**src/rtl/commit_sequencer.sv**
```systemverilog
// In-order commit controller: circular ROB that allocates ids, captures CDB results,
// retires the head entry to the register file and flushes on a mispredicted branch.
module commit_sequencer #(
  parameter int ROB_WIDTH = 4
) (
  input  logic                 clockIn,
  input  logic                 resetIn,
  input  logic                 readyIn,
  input  logic                 allocFlag,
  input  logic                 allocHasRd,
  input  logic [4:0]           allocRd,
  input  logic                 allocIsBranch,
  output logic [ROB_WIDTH-1:0] allocId,
  output logic                 full,
  input  logic                 cdbFlag,
  input  logic [ROB_WIDTH-1:0] cdbId,
  input  logic [31:0]          cdbValue,
  input  logic                 cdbMispredict,
  input  logic [ROB_WIDTH-1:0] query1Id,
  output logic                 query1Ready,
  output logic [31:0]          query1Value,
  input  logic [ROB_WIDTH-1:0] query2Id,
  output logic                 query2Ready,
  output logic [31:0]          query2Value,
  output logic                 writeFlag,
  output logic [ROB_WIDTH-1:0] robId,
  output logic [4:0]           writeAddr,
  output logic [31:0]          writeValue,
  output logic                 clearOut
);

  localparam int ROB_SIZE = 2 ** ROB_WIDTH;
  localparam logic [ROB_WIDTH:0] FULL_COUNT = (ROB_WIDTH + 1)'(ROB_SIZE);

  typedef logic [ROB_WIDTH-1:0] id_t;

  logic [ROB_SIZE-1:0] valid_q, valid_d;
  logic [ROB_SIZE-1:0] ready_q, ready_d;
  logic [ROB_SIZE-1:0] branch_q, mispred_q;
  logic [4:0]          rd_q    [ROB_SIZE];
  logic [31:0]         value_q [ROB_SIZE];

  id_t                 head_q, head_d;
  id_t                 tail_q, tail_d;
  logic [ROB_WIDTH:0]  count_q, count_d;

  logic                write_flag_q, write_flag_d;
  id_t                 rob_id_q, rob_id_d;
  logic [4:0]          write_addr_q, write_addr_d;
  logic [31:0]         write_value_q, write_value_d;
  logic                clear_q, clear_d;

  logic empty, do_alloc, do_cdb, do_commit, do_flush;

  assign empty     = (count_q == '0);
  assign full      = !clear_q && (count_q == FULL_COUNT);
  assign allocId   = clear_q ? '0 : tail_q;

  // full is taken from the pre-commit count, so a retiring slot is not reusable this cycle.
  assign do_alloc  = readyIn && allocFlag && !full && !clear_q;
  assign do_cdb    = readyIn && cdbFlag && valid_q[cdbId];
  assign do_commit = readyIn && !empty && valid_q[head_q] && ready_q[head_q];
  assign do_flush  = do_commit && branch_q[head_q] && mispred_q[head_q];

  assign query1Ready = (cdbFlag && (cdbId == query1Id)) || (valid_q[query1Id] && ready_q[query1Id]);
  assign query1Value = (cdbFlag && (cdbId == query1Id)) ? cdbValue : value_q[query1Id];
  assign query2Ready = (cdbFlag && (cdbId == query2Id)) || (valid_q[query2Id] && ready_q[query2Id]);
  assign query2Value = (cdbFlag && (cdbId == query2Id)) ? cdbValue : value_q[query2Id];

  assign writeFlag  = write_flag_q;
  assign robId      = rob_id_q;
  assign writeAddr  = write_addr_q;
  assign writeValue = write_value_q;
  assign clearOut   = clear_q;

  // NOTE: every _d gets its hold value first so no path through this block can infer a latch.
  always_comb begin
    valid_d       = valid_q;
    ready_d       = ready_q;
    head_d        = head_q;
    tail_d        = tail_q;
    count_d       = count_q;
    write_flag_d  = write_flag_q;
    rob_id_d      = rob_id_q;
    write_addr_d  = write_addr_q;
    write_value_d = write_value_q;
    clear_d       = clear_q;

    if (readyIn) begin
      write_flag_d = 1'b0;
      clear_d      = 1'b0;
    end

    if (do_cdb) begin
      ready_d[cdbId] = 1'b1;
    end

    if (do_commit) begin
      valid_d[head_q] = 1'b0;
      ready_d[head_q] = 1'b0;
      head_d          = head_q + 1'b1;
      rob_id_d        = head_q;
      write_addr_d    = rd_q[head_q];
      write_value_d   = value_q[head_q];
      write_flag_d    = !branch_q[head_q] && (rd_q[head_q] != 5'd0);
    end

    // Alloc is applied after the CDB update so it wins on a shared index.
    if (do_alloc) begin
      valid_d[tail_q] = 1'b1;
      ready_d[tail_q] = 1'b0;
      tail_d          = tail_q + 1'b1;
    end

    count_d = count_q + {{ROB_WIDTH{1'b0}}, do_alloc} - {{ROB_WIDTH{1'b0}}, do_commit};

    if (do_flush) begin
      valid_d      = '0;
      ready_d      = '0;
      head_d       = '0;
      tail_d       = '0;
      count_d      = '0;
      clear_d      = 1'b1;
      write_flag_d = 1'b0;
    end
  end

  // NOTE: sequential state uses non-blocking assignments only.
  always_ff @(posedge clockIn) begin
    if (resetIn) begin
      valid_q       <= '0;
      ready_q       <= '0;
      head_q        <= '0;
      tail_q        <= '0;
      count_q       <= '0;
      write_flag_q  <= 1'b0;
      rob_id_q      <= '0;
      write_addr_q  <= '0;
      write_value_q <= '0;
      clear_q       <= 1'b0;
    end else begin
      valid_q       <= valid_d;
      ready_q       <= ready_d;
      head_q        <= head_d;
      tail_q        <= tail_d;
      count_q       <= count_d;
      write_flag_q  <= write_flag_d;
      rob_id_q      <= rob_id_d;
      write_addr_q  <= write_addr_d;
      write_value_q <= write_value_d;
      clear_q       <= clear_d;
    end
  end

  // NOTE: payload storage is not reset; it is only observed once valid/ready say it was written.
  always_ff @(posedge clockIn) begin
    if (do_cdb) begin
      value_q[cdbId]   <= cdbValue;
      mispred_q[cdbId] <= cdbMispredict;
    end
    if (do_alloc) begin
      rd_q[tail_q]      <= allocHasRd ? allocRd : 5'd0;
      branch_q[tail_q]  <= allocIsBranch;
      mispred_q[tail_q] <= 1'b0;
    end
  end

endmodule

```
**config.mk**
```make
export PLATFORM = sky130hd
export DESIGN_NAME = commit_sequencer
export DESIGN_NICKNAME = d
export VERILOG_FILES = /design/src/rtl/commit_sequencer.sv
export SDC_FILE = /design/constraint.sdc
export NUM_CORES = 1
export LEC_CHECK = 0
export CAP_MARGIN = 30
export CORE_MARGIN = 2
export CORE_UTILIZATION = 66
export DETAILED_ROUTE_END_ITERATION = 7
export PLACE_DENSITY = 0.84
export SETUP_SLACK_MARGIN = 0.3
export SLEW_MARGIN = 20
export SYNTH_ARGS = -nofsm -noshare
export SYNTH_HDL_FRONTEND = slang
export SYNTH_SLANG_ARGS = --single-unit
```
**constraint.sdc**
```tcl
create_clock -name clockIn -period 14.3 [get_ports clockIn]
set_input_delay 4.29 -clock clockIn [delete_from_list [all_inputs] [get_ports clockIn]]
set_output_delay 4.29 -clock clockIn [all_outputs]
set_load 0.02 [all_outputs]
```
==> results_dict.tcl <==
set metrics [dict create \
    run_status "finished clean" \
    cp.arrival_ps 7600 \
    core_um2 54800 \
    die_w_um 239 \
    htreeDepth 3 \
    startpoint_type "primary input" \
    path_max_fanout 55 \
    synth-seq-area-share_pct 56.1 \
    fin_crit_sh_pct 83.1 \
    grt_max_degree 108 \
    seqPwrFrac_pct 49.2 \
    wl_met2_um 51900 \
    cts_sinks 716 \
    drtIter0Drc 3584 \
    cts_made_buffers 75 \
    placed_cells 2659 \
    synthTopCellsByArea "edfxtp_1 50%, mux4_2 33%, dfxtp_1 5.9%, mux2_2 2.0%, mux2i_1 1.4%" \
    synth.top_cell.area_share_pct 50.2 \
    synth_edf_count 608 \
    tightest_slew_ps 1000 \
    cap_violations 0 \
    powerDensity_nw_per_um2 111 \
    yosysMostFrequentCell "edfxtp_1" \
    die_area_um2 57100 \
    start_util_pct 66.5 \
    slew_violations 0 \
    cts.clk_slew.worst_paths_ps 60 \
    cts_setup_buffers 0 \
    insertion_delay_ps 620 \
    cts_tree "yes" \
    cts_hold_buf 0 \
    synth_fp_nets 1961 \
    yosysTopAreaCell "edfxtp_1" \
    vias 22300 \
    met3_length_um 14300 \
    wl_met1_um 34300 \
    setup.worst_path.class "primary input to primary output" \
    peakVddDrop_mv 0.125 \
    antenna_found_initial 6 \
    p_comb_share_pct 8.5 \
    portBuffers 170 \
    dp_hpwl_um 57300 \
    synth_cells 1889 \
    hold_violations 0 \
    p_int_mw 3.59 \
    hp-class "flip-flop to flip-flop" \
    route.detailed.drc 0 \
    fin_skew_ps 24.8 \
    crit_path_end_kind "primary output" \
    setup_viol 0 \
    drtAntennaViolNets 0 \
    ctsResizeCount 0 \
    yosysUniqueCellTypes 46 \
    die_h_um 239 \
    place.gp.congestion 0.860 \
    synthTopCellsByCount "608 x edfxtp_1, 530 x mux4_2, 116 x nor2_1" \
    gr-usage-all-layers_pct 37.6 \
    ys_warn_count 0 \
    layout.nets 2107 \
    final_util_pct 75.8 \
    synth-seq-cells 716 \
    fmax_mhz 84.1 \
    wirelength_um 105000 \
    total_leakage_power_nw 12.6 \
    setup_tns_ps 0 \
    power.share.switching_pct 22.4 \
    pwr-share-clk_pct 42.3 \
    ys.flop_type "edfxtp_1" \
    root_buffer "clkbuf_16" \
    p_switching_mw 1.03 \
    total_power_mw 4.62 \
    clk_path_buf_depth 3 \
    async_flop_share_pct 0 \
    syn_area_um2 36400 \
    syn_to_final_growth_pct 14.0 \
    grt_pass1_vias 23000 \
    drive_above_1_share_pct 39.0 \
    io_pins 171 \
    relSlewSlack_pct 33.3 \
    viasPerCell 7.96 \
    final_cells 2801 \
    dr.max_layer_used "met5" \
    grt.overflow.total 0 \
    rsz0062_at_grt "false" \
    min_period_ps 11890 \
    syn_area_per_cell_um2 19.3 \
    worstPathRequired_ps 10010 \
    post_drt_wl_per_cell_um 37.4 \
    rows 86 \
    grt_pass1_wl_um 153000 \
    dr.pass1.iters 6 \
]
-- worst paths after layout --
kind,startpoint,to,slack [ps],cells after the start
hold reg to reg,writeValue[24],writeValue[24],490,2
hold / removal,writeValue[24],writeValue[24],490,2
setup reg to reg,head_q[1],count_q[4],9980,14
setup / recovery,query2Id[0],query2Value[11],2410,6
-- metal layers --
metal	GRT usage (%)	up-vias
met3	9.64	325
met2	59.1	2085
met4	17.9	6
met1	50.4	11500
met5	0	-
li1	-	8425
-- power by group through the flow --
stage	clock, mW	sequential, mW	combinational [mW]
6_report	1.95	2.27	0.391
5_1_grt	2.03	2.27	0.411
4_1_cts	1.95	2.27	0.388
3_5_place_dp	0	2.32	0.383
3_3_place_gp	0	2.32	0.373
2_1_floorplan	0	2.32	0.238
-- layout by cell type, fill, tap and decap left out, drive strengths merged, types with 23 or more instances in the layout --
master,count
a21oi,25
inv,28
edfxtp,608
clkdlybuf4s50,161
clkinv,30
o21ai,23
mux2i,52
clkbuf,97
nand2,43
dfxtp,108
mux2,66
mux4,530
buf,65
nor2,116
-- per-stage QoR --
stage,setup WS [ps],instance area [um2],hold WS [ps]
after floorplan,3450,36400,450
after global placement,2340,38800,459
after detailed placement,2380,39000,470
after CTS,2380,41400,495
after global routing,2230,41500,521
final,2410,41500,493
-- flip-flops by register name (all words and copies together), names as in the netlist, 4 cells and up, named ones only --
signal / flops
tail_q: 4
branch_q: 16
ready_q: 16
count_q: 5
robId: 4
rd_q: 80
writeAddr: 5
valid_q: 16
value_q: 512
head_q: 4
mispred_q: 16
writeValue: 32
-- layout make-up --
cell class / count / area [um2]
clock buffers: 95 / 2070
well taps: 704 / 881
fillers: 2904 / 13300
inverters: 27 / 101
clock inverters: 42 / 355
repair buffers: 228 / 2310
flip-flops and latches: 716 / 20400
diodes: 2 / 5.00
multi-input cells: 987 / 15400
-- worst max-delay path, stage by stage --
cell and delay [ps]:
clkbuf_8 560, buf_4 630, mux4_2 640, mux4_2 530, mux2_2 290, clkdlybuf4s50_1 540
-- cells by family (layout without fill, tap and decap cells) --
logic type                 count (synthesis)  after routing  synth area share, %
DFF                                      716            716                 56.1
muxes                                    648            648                 36.3
and+or+nand+nor                          213            213                 2.59
buffers and inverters                    186            392                 2.10
AOI/OAI and AO/OA                         93             93                 1.99
xor gates and xnor gates                  18             18                0.433
adders and majority gates                 15             15                0.536
other                                      0              2                    0
Note: power is estimated with default switching activity, not from simulation.
